$ cat src/rtl/ysyx_22040895_lsu_pkg.sv
// Shared encodings for the LSU: FSM states, store/load codes and access sizes.
package ysyx_22040895_lsu_pkg;

  typedef enum logic [1:0] {
    S_IDLE = 2'b00,
    S_REQ  = 2'b01,
    S_DONE = 2'b10,
    S_ERR  = 2'b11
  } lsu_state_e;

  localparam logic [1:0] SL_STORE = 2'b01;
  localparam logic [1:0] SL_LOAD  = 2'b10;

  localparam logic [1:0] MU_BYTE   = 2'b00;
  localparam logic [1:0] MU_HALF   = 2'b01;
  localparam logic [1:0] MU_WORD   = 2'b10;
  localparam logic [1:0] MU_DOUBLE = 2'b11;

  function automatic logic is_mem_op(input logic [1:0] sl);
    return (sl == SL_STORE) || (sl == SL_LOAD);
  endfunction

endpackage

$ cat src/rtl/ysyx_22040895_lsu_align.sv
// Byte-lane steering for the LSU: alignment check, store mask/data shift,
// and load data shift plus sign extension.
module ysyx_22040895_lsu_align
  import ysyx_22040895_lsu_pkg::*;
(
  input  logic [1:0]  munit_i,
  input  logic [2:0]  off_i,
  input  logic [63:0] wdata_i,
  input  logic [63:0] rdata_i,
  output logic        aligned_o,
  output logic [7:0]  wmask_o,
  output logic [63:0] wdata_o,
  output logic [63:0] rdata_o
);

  logic [5:0]  bit_off_s;
  logic [7:0]  base_mask_s;
  logic [63:0] rsh_s;

  assign bit_off_s = {off_i, 3'b000};
  assign wdata_o   = wdata_i << bit_off_s;
  assign rsh_s     = rdata_i >> bit_off_s;
  assign wmask_o   = base_mask_s << off_i;

  always_comb begin
    base_mask_s = 8'h01;
    aligned_o   = 1'b1;
    rdata_o     = rsh_s;
    case (munit_i)
      MU_BYTE: begin
        base_mask_s = 8'h01;
        aligned_o   = 1'b1;
        rdata_o     = {{56{rsh_s[7]}}, rsh_s[7:0]};
      end
      MU_HALF: begin
        base_mask_s = 8'h03;
        aligned_o   = (off_i[0] == 1'b0);
        rdata_o     = {{48{rsh_s[15]}}, rsh_s[15:0]};
      end
      MU_WORD: begin
        base_mask_s = 8'h0F;
        aligned_o   = (off_i[1:0] == 2'b00);
        rdata_o     = {{32{rsh_s[31]}}, rsh_s[31:0]};
      end
      MU_DOUBLE: begin
        base_mask_s = 8'hFF;
        aligned_o   = (off_i == 3'b000);
        rdata_o     = rsh_s;
      end
      default: begin
        base_mask_s = 8'h00;
        aligned_o   = 1'b0;
        rdata_o     = rsh_s;
      end
    endcase
  end

endmodule

$ cat src/rtl/ysyx_22040895_lsu.sv
// Load/store unit: accepts one access from IDLE, holds a memory request until
// ack or timeout, and reports completion/error with one-cycle pulses.
module ysyx_22040895_lsu
  import ysyx_22040895_lsu_pkg::*;
#(
  parameter int unsigned ACK_TIMEOUT = 255
) (
  input  logic        clk,
  input  logic        rst,
  input  logic        valid_i_lsu,
  input  logic [1:0]  sl_i_lsu,
  input  logic [1:0]  munit_i_lsu,
  input  logic [63:0] addr_i_lsu,
  input  logic [63:0] wdata_i_lsu,
  output logic        mem_req_o_lsu,
  output logic        mem_we_o_lsu,
  output logic [63:0] mem_addr_o_lsu,
  output logic [63:0] mem_wdata_o_lsu,
  output logic [7:0]  mem_wmask_o_lsu,
  input  logic        mem_ack_i_lsu,
  input  logic [63:0] mem_rdata_i_lsu,
  output logic [63:0] rdata_o_lsu,
  output logic        done_o_lsu,
  output logic        busy_o_lsu,
  output logic        err_o_lsu
);

  localparam int CW = (ACK_TIMEOUT > 1) ? $clog2(ACK_TIMEOUT) : 1;
  localparam logic [CW-1:0] CNT_LAST = CW'(ACK_TIMEOUT - 1);

  lsu_state_e   state_q;
  logic [1:0]   sl_q;
  logic [1:0]   munit_q;
  logic [2:0]   off_q;
  logic [CW-1:0] cnt_q;
  logic         mem_req_q;
  logic         mem_we_q;
  logic [63:0]  mem_addr_q;
  logic [63:0]  mem_wdata_q;
  logic [7:0]   mem_wmask_q;
  logic [63:0]  rdata_q;
  logic         done_q;
  logic         err_q;

  logic         accept_s;
  logic [1:0]   munit_sel_s;
  logic [2:0]   off_sel_s;
  logic         aligned_s;
  logic [7:0]   wmask_s;
  logic [63:0]  wdata_sh_s;
  logic [63:0]  rdata_ext_s;

  assign accept_s   = (state_q == S_IDLE) && valid_i_lsu && is_mem_op(sl_i_lsu);
  assign busy_o_lsu = (state_q != S_IDLE) || accept_s;

  // The aligner sees live inputs while idle (to build the request) and the
  // latched access afterwards (to extract load data on ack).
  assign munit_sel_s = (state_q == S_IDLE) ? munit_i_lsu : munit_q;
  assign off_sel_s   = (state_q == S_IDLE) ? addr_i_lsu[2:0] : off_q;

  ysyx_22040895_lsu_align u_align (
    .munit_i   (munit_sel_s),
    .off_i     (off_sel_s),
    .wdata_i   (wdata_i_lsu),
    .rdata_i   (mem_rdata_i_lsu),
    .aligned_o (aligned_s),
    .wmask_o   (wmask_s),
    .wdata_o   (wdata_sh_s),
    .rdata_o   (rdata_ext_s)
  );

  always_ff @(posedge clk) begin
    if (rst) begin
      state_q     <= S_IDLE;
      sl_q        <= 2'b00;
      munit_q     <= 2'b00;
      off_q       <= 3'b000;
      cnt_q       <= '0;
      mem_req_q   <= 1'b0;
      mem_we_q    <= 1'b0;
      mem_addr_q  <= 64'h0;
      mem_wdata_q <= 64'h0;
      mem_wmask_q <= 8'h00;
      rdata_q     <= 64'h0;
      done_q      <= 1'b0;
      err_q       <= 1'b0;
    end else begin
      case (state_q)
        S_IDLE: begin
          if (accept_s) begin
            sl_q    <= sl_i_lsu;
            munit_q <= munit_i_lsu;
            off_q   <= addr_i_lsu[2:0];
            cnt_q   <= '0;
            if (aligned_s) begin
              state_q     <= S_REQ;
              mem_req_q   <= 1'b1;
              mem_we_q    <= (sl_i_lsu == SL_STORE);
              mem_addr_q  <= {addr_i_lsu[63:3], 3'b000};
              mem_wdata_q <= wdata_sh_s;
              mem_wmask_q <= wmask_s;
            end else begin
              state_q <= S_ERR;
              err_q   <= 1'b1;
            end
          end
        end
        S_REQ: begin
          // Ack takes priority over a timeout expiring in the same cycle.
          if (mem_ack_i_lsu) begin
            state_q   <= S_DONE;
            done_q    <= 1'b1;
            mem_req_q <= 1'b0;
            mem_we_q  <= 1'b0;
            if (sl_q == SL_LOAD) begin
              rdata_q <= rdata_ext_s;
            end
          end else if (cnt_q == CNT_LAST) begin
            state_q   <= S_ERR;
            err_q     <= 1'b1;
            mem_req_q <= 1'b0;
            mem_we_q  <= 1'b0;
          end else begin
            cnt_q <= cnt_q + CW'(1);
          end
        end
        S_DONE: begin
          state_q <= S_IDLE;
          done_q  <= 1'b0;
        end
        S_ERR: begin
          state_q <= S_IDLE;
          err_q   <= 1'b0;
        end
        default: begin
          state_q <= S_IDLE;
        end
      endcase
    end
  end

  assign mem_req_o_lsu   = mem_req_q;
  assign mem_we_o_lsu    = mem_we_q;
  assign mem_addr_o_lsu  = mem_addr_q;
  assign mem_wdata_o_lsu = mem_wdata_q;
  assign mem_wmask_o_lsu = mem_wmask_q;
  assign rdata_o_lsu     = rdata_q;
  assign done_o_lsu      = done_q;
  assign err_o_lsu       = err_q;

endmodule

$ cat config.mk
export PLATFORM = sky130hd
export DESIGN_NAME = ysyx_22040895_lsu
export DESIGN_NICKNAME = d
export VERILOG_FILES = /design/src/rtl/ysyx_22040895_lsu_pkg.sv /design/src/rtl/ysyx_22040895_lsu_align.sv /design/src/rtl/ysyx_22040895_lsu.sv
export SDC_FILE = /design/constraint.sdc
export NUM_CORES = 1
export LEC_CHECK = 0
export ABC_AREA = 0
export BUFFER_PORTS_ARGS = -buffer_cell sky130_fd_sc_hd__clkbuf_2
export CAP_MARGIN = 40
export CORE_MARGIN = 3
export CORE_UTILIZATION = 46
export DETAILED_ROUTE_END_ITERATION = 10
export GPL_TIMING_DRIVEN = 1
export PLACE_DENSITY = 0.83
export SLEW_MARGIN = 10
export SYNTH_ARGS = -nofsm -noshare
export SYNTH_HDL_FRONTEND = slang
export SYNTH_HIERARCHICAL = 1
export SYNTH_SLANG_ARGS = --single-unit
$ cat constraint.sdc
create_clock -name clk -period 2.79 [get_ports clk]
set_input_delay 0.1395 -clock clk [delete_from_list [all_inputs] [get_ports clk]]
set_output_delay 0.1395 -clock clk [all_outputs]
set_load 0.1 [all_outputs]
# After elaboration in Yosys (flattened, before gate mapping)
# Index checks and enable logic that the tools add are counted.
totals:
  reg_bits: 218
  inputBits: 200
  wordCells: 86
classes:
  add_sub_neg: 1
  bitwise_logic: 1
  n_shift: 3
  mux: 29
  eq_ne: 18
  n_reduce_logical: 21
ops:
  columns: ["cell", "n"]
  rows:
  - ["$pmux W64 S4", 1]
  - ["$shl A64 B6 Y64", 1]
  - ["$shr A64 B6 Y64", 1]
  - ["$pmux W8 S4", 1]
  - ["$mux W8", 3]
  - ["$pmux W8 S2", 1]
  - ["$ne A2 B2 Y1 const B", 7]
  - ["$eq A2 B2 Y1 const B", 6]
  - ["$mux W1", 11]
  - ["$mux W2", 5]
  - ["$add A8 B1 Y8 const B", 1]
  - ["$eq A8 B8 Y1 const B", 1]
  - ["$reduce_and A4 Y1", 2]
  - ["$shl A8 B3 Y8", 1]
  - ["$eq A2 B1 Y1 const B", 3]
  - ["$logic_not A2 Y1", 3]
  - ["$pmux W1 S2", 3]
  - ["$pmux W2 S3", 1]
  - ["$reduce_and A2 Y1", 3]
  - ["$reduce_and A3 Y1", 2]
  - ["$reduce_bool A2 Y1", 3]
  - ["$reduce_and A5 Y1", 1]
  - ["$pmux W1 S4", 1]
  - ["$logic_not A3 Y1", 1]
  - ["8 further kinds", 10]

# Logic depth before layout (Yosys ltp)
logic_depth:
  depth_word: 7
  ltp_mapped: 16
  mapped_depth_nobuf: 8

# Hierarchy
# The synthesis kept the hierarchy.
modules_own_cells:
  columns: ["module", "instances", "cells_each", "seq_area_each_um2", "area_each_um2"]
  rows:
  - ["ysyx_22040895_lsu", 1, 991, 4364.2, 7836.3]
  - ["ysyx_22040895_lsu_align", 1, 546, 0.0, 4112.7]

# Least setup slack after synthesis
# OpenSTA, ideal clock, no wires.
synth_path:
  path_kind: "register to register"
  start: "reg state_q[0]"
  end: "reg mem_wmask_q[6] (netlist: mem_wmask_o_lsu[6])"
  setup_time_ns: 0.070
  synth_period_minus_slack_ns: 3.066
  arrival_ns: 2.996
  setup_slack_ns: -0.276
  stages_incl_launch_ff: 17
  t_required_ns: 2.720
  path_cell_list: "dfxtp_1 -> buf_2 -> nor2_1 -> mux2_2 -> buf_2 -> buf_4 -> buf_2 -> buf_2 -> a21oi_1 -> nor2_1 -> a21oi_1 -> and2_1 -> buf_2 -> buf_4 -> buf_2 -> nand2_1 -> a21oi_1"
synth_via:
  elab_chain_cells: 5
  word_cells_on_any_way: 16
  cone_classes: "3 x eq/ne; 1 x shift; 4 x mux; 1 x bitwise; 7 x reduce/logical"
synth_lines:
  columns: ["element", "line_no", "source"]
  rows:
  - ["from (decl)", "ysyx_22040895_lsu.sv:31", "lsu_state_e state_q;"]
  - ["from (signal assigned)", "ysyx_22040895_lsu.sv:74", "state_q <= S_IDLE;"]
  - ["from (signal assigned)", "ysyx_22040895_lsu.sv:96", "state_q <= S_REQ;"]
  - ["from (signal assigned)", "ysyx_22040895_lsu.sv:103", "state_q <= S_ERR;"]
  - ["$logic_not A2 Y1", "ysyx_22040895_lsu.sv:59", "assign off_sel_s = (state_q == S_IDLE) ? addr_i_lsu[2:0] : off_q;"]
  - ["$mux W3", "ysyx_22040895_lsu.sv:59", null]
  - ["net off_sel_s[2]", "ysyx_22040895_lsu.sv:47", "logic [2:0] off_sel_s;"]
  - ["$logic_not A3 Y1", "ysyx_22040895_lsu_align.sv:47", "aligned_o = (off_i == 3'b000);"]
  - ["$pmux W1 S4", "ysyx_22040895_lsu_align.sv:29", "case (munit_i)"]
  - ["net aligned_s", "ysyx_22040895_lsu.sv:48", "logic aligned_s;"]
  - ["$reduce_and A3 Y1 (no line)", null, null]
  - ["to (signal assigned)", "ysyx_22040895_lsu.sv:101", "mem_wmask_q <= wmask_s;"]
  - ["to (decl)", "ysyx_22040895_lsu.sv:40", "logic [7:0] mem_wmask_q;"]
# The timed path passes the listed nets, and every way through them passes these cells. The select of a mux whose other input is x is not followed.
# A chain may end at the register's enable or synchronous reset.

# Worst setup path after layout
layout_path:
  start: "reg state_q[0]"
  end: "reg mem_addr_q[4] (netlist: mem_addr_o_lsu[4])"
layout_via:
  elab_chain_cells: 5
  word_cells_on_any_way: 14
  cone_classes: "3 x eq/ne; 3 x mux; 1 x bitwise; 7 x reduce/logical"
layout_lines:
  columns: ["element", "line_no", "source"]
  rows:
  - ["$logic_not A2 Y1 *", "ysyx_22040895_lsu.sv:58", "assign munit_sel_s = (state_q == S_IDLE) ? munit_i_lsu : munit_q;"]
  - ["$mux W2 *", "ysyx_22040895_lsu.sv:58", null]
  - ["net munit_sel_s[0]", "ysyx_22040895_lsu.sv:46", "logic [1:0] munit_sel_s;"]
  - ["$eq A2 B2 Y1 (tied with other cells)", "ysyx_22040895_lsu_align.sv:29", null]
  - ["$pmux W1 S4 *", "ysyx_22040895_lsu_align.sv:29", null]
  - ["net aligned_s", "ysyx_22040895_lsu.sv:48", null]
  - ["$reduce_and A3 Y1 (no line) *", null, null]
  - ["to (signal assigned)", "ysyx_22040895_lsu.sv:99", "mem_addr_q <= {addr_i_lsu[63:3], 3'b000};"]
  - ["to (decl)", "ysyx_22040895_lsu.sv:38", "logic [63:0] mem_addr_q;"]
# Mark *: on every way through the listed nets, which the timed path passes. The rest lies on a longest branch.

==> results.cfg <==
[die]
die_w_um = 167.2
rows = 58
coreArea_um2 = 25330
start_util_pct = 47.18
ioPinCount = 405
die_area_um2 = 27950
die-height_um = 167.2

[sta]
finClkSkew_ps = 12.49
holdWs_ps = 27.10
slew_viol_final = 0
worstMarginPinSlew_ps = 825.2
post-route-period-util_pct = 95.39
final_hold_viol_count = 0
max_freq_mhz = 375.8
slew_headroom_pct = 44.99
rsz0062_at_grt = no
setup_viol = 0
tns_ps = 0
period_minus_slack_ps = 2661

[worst_setup_path]
cp.required_ps = 3230
critPathCaptureType = register
cpMaxStageDelayCell = mux2_2
cpMostUsedCell = nand2_1
worstSetupPathType = reg -> reg
critPathMaxStageDelay_ps = 430
cp_max_fo = 47
cp.arrival_ps = 3100
cp-start-kind = register
path_cells = nor2_4 -> buf_4 -> mux2_2 -> inv_1 -> nand2_1 -> a21oi_4 -> and2_4 -> buf_12 -> nand2_1 -> a21oi_1

[placement]
io_buffers = 401
placed_cells = 2174
place_congestion = 0.9759
hpwl_um = 32050

[synth]
ys_dominant_reg_cell = dfxtp_1
ys_types = 60
async_flop_share_pct = 0
syn_area_um2 = 11950
synth-seq-cells = 218
avgSynthCellArea_um2 = 7.774
seq_area_frac_synth_pct = 36.52
synth_edf_count = 0
yosys_warnings = 6
syn_inst = 1537

[clocking]
cts_tree = built
cts_root_buffer = clkbuf_16
cts_buffers = 25
h-tree-depth = 1
cts.sinks = 218
clock_latency_ps = 520
cts.path.max_buffers = 3
cts.clk_slew.worst_paths_ps = 60

[global_route]
antenna_found_initial = 4
overflow = 0
first_global_vias = 12590
grt_pass1_wl_um = 70190
grt_use_total_pct = 30.84
grt_max_degree = 147

[final_layout]
fin_nets = 2146
layout_commonest_cell = nand2_1
final_cell_mix = nand2_1 (505), clkbuf_2 (400), a21oi_1 (249)
nFillCells = 2145
drive_gt1_share_pct = 29.45
syn_to_final_growth_pct = 31.49
layout.cells.non_filler = 2293

[routing]
vias = 13280
dr.pass1.iters = 6
dr_wl_met2_um = 20910
vias_per_cell = 5.791
met1Wirelength_um = 17560
wl_met3_um = 5223
routedWlPerCell_um = 20.15
drt-total-wl_um = 46200
top_layer = met4
antenna_left = 0
drc = 0
first_iter_violations = 1534

[run_status]
status = finished, final reports clean

[pwr]
vdd_drop_max_uv = 519.6
powerDensity_nw_per_um2 = 624.7
p_leak_nw = 6.621

[min_path]
hold_class = in -> reg

[job]
drv_cap = 0
[layer usage]
layer	vias up	track usage (%)
met5	-	0
met4	0	14.55
met3	147	8.381
met2	863	49.62
met1	6172	38.67
li1	6096	-
[sequential cells by signal, summed over array words and instances (netlist names)]
signal	count
mem_wdata_o_lsu	64
rdata_o_lsu	64
mem_addr_o_lsu	61
cnt_q	8
mem_wmask_o_lsu	8
off_q	3
munit_q	2
sl_q	2
state_q	2
done_o_lsu	1
err_o_lsu	1
mem_req_o_lsu	1
mem_we_o_lsu	1
[critical path: cells and delay by family (launching register included)]
family                 cells  cell delay [ps]
AND/OR/NAND/NOR            4              750
AO/OA/AOI/OAI              2              440
multiplexers               1              430
flip-flops                 1              330
buffers and inverters      3              610
[layout make-up]
| type | instances | area (µm²) | area share, % |
|---|---|---|---|
| multi-input cells | 1175 | 6867 | 43.70 |
| flip-flops and latches | 218 | 4364 | 27.78 |
| clock inverters | 7 | 91.34 | 0.5813 |
| well taps | 330 | 412.9 | 2.628 |
| inverters | 10 | 37.54 | 0.2389 |
| repair buffers | 513 | 3192 | 20.32 |
| diodes | 4 | 10.01 | 0.06371 |
| clock buffers | 36 | 737.0 | 4.691 |
[power by group]
group	switching (mW)	internal, mW
combinational	2.16	1.01
sequential	0.0749	3.23
clock	1.33	2.01
[repair_timing]
action,in CTS,in global routing
endpoints found under the hold margin,70,0
setup endpoints to repair,0,4
hold buffers,70,0
resized for setup,0,2
buffers inserted,0,2
[synthesized netlist by cell type, drive strengths merged, types with 2 or more instances]
cell type | count | area, µm²
a211oi | 4 | 30.03
a21o | 3 | 22.52
a21oi | 250 | 1251
a22oi | 6 | 55.05
a31oi | 8 | 50.05
a41oi | 2 | 17.52
and2 | 28 | 176.4
and3 | 2 | 12.51
and4 | 2 | 17.52
buf | 84 | 556.8
clkbuf | 52 | 195.2
dfxtp | 218 | 4364
ha | 3 | 37.54
inv | 10 | 37.54
mux2 | 40 | 454.2
mux2i | 69 | 690.7
mux4 | 34 | 765.7
nand2 | 506 | 1899
nand2b | 6 | 37.54
nand3 | 9 | 50.05
nand4 | 29 | 181.4
nor2 | 62 | 235.2
nor2b | 5 | 31.28
nor3 | 9 | 55.05
nor3b | 3 | 38.79
o2111ai | 7 | 67.56
o211ai | 18 | 135.1
o21ai | 27 | 135.1
o22ai | 9 | 56.30
o2bb2ai | 15 | 131.4
or3 | 2 | 12.51
or4 | 2 | 15.01
[per-stage QoR]
| stage | util, % | setup slack, ps | power (mW) | cell area (µm²) |
|---|---|---|---|---|
| floorplan | - | 18.33 | 5.672 | 11990 |
| global placement | 55.80 | 245.4 | 6.328 | 14130 |
| detailed placement | 55.83 | 193.8 | 6.369 | 14140 |
| CTS | 61.87 | 160.5 | 9.788 | 15670 |
| global route | 62.03 | 20.57 | 10.17 | 15710 |
| finish | 62.03 | 128.7 | 9.815 | 15710 |
[cells by family after synthesis]
family                     Yosys count  synth area share [%]
and+or+nand+nor                    668                 23.47
AOI/OAI and AO/OA                  358                 17.07
DFF                                218                 36.52
buffers and inverters              146                 6.607
muxes                              143                 15.99
adders and majority gates            3                0.3142
other                                1               0.03138
[worst paths after layout]
check	start	to	slack, ps	cells after the start
setup / recovery	state_q[0]	mem_addr_o_lsu[4]	130	10
hold / removal	wdata_i_lsu[1]	mem_wdata_o_lsu[1]	30	4
setup reg to reg	state_q[0]	mem_addr_o_lsu[4]	130	10
hold reg to reg	mem_wdata_o_lsu[15]	mem_wdata_o_lsu[15]	450	2
Note: power is estimated with default switching activity, not from simulation.
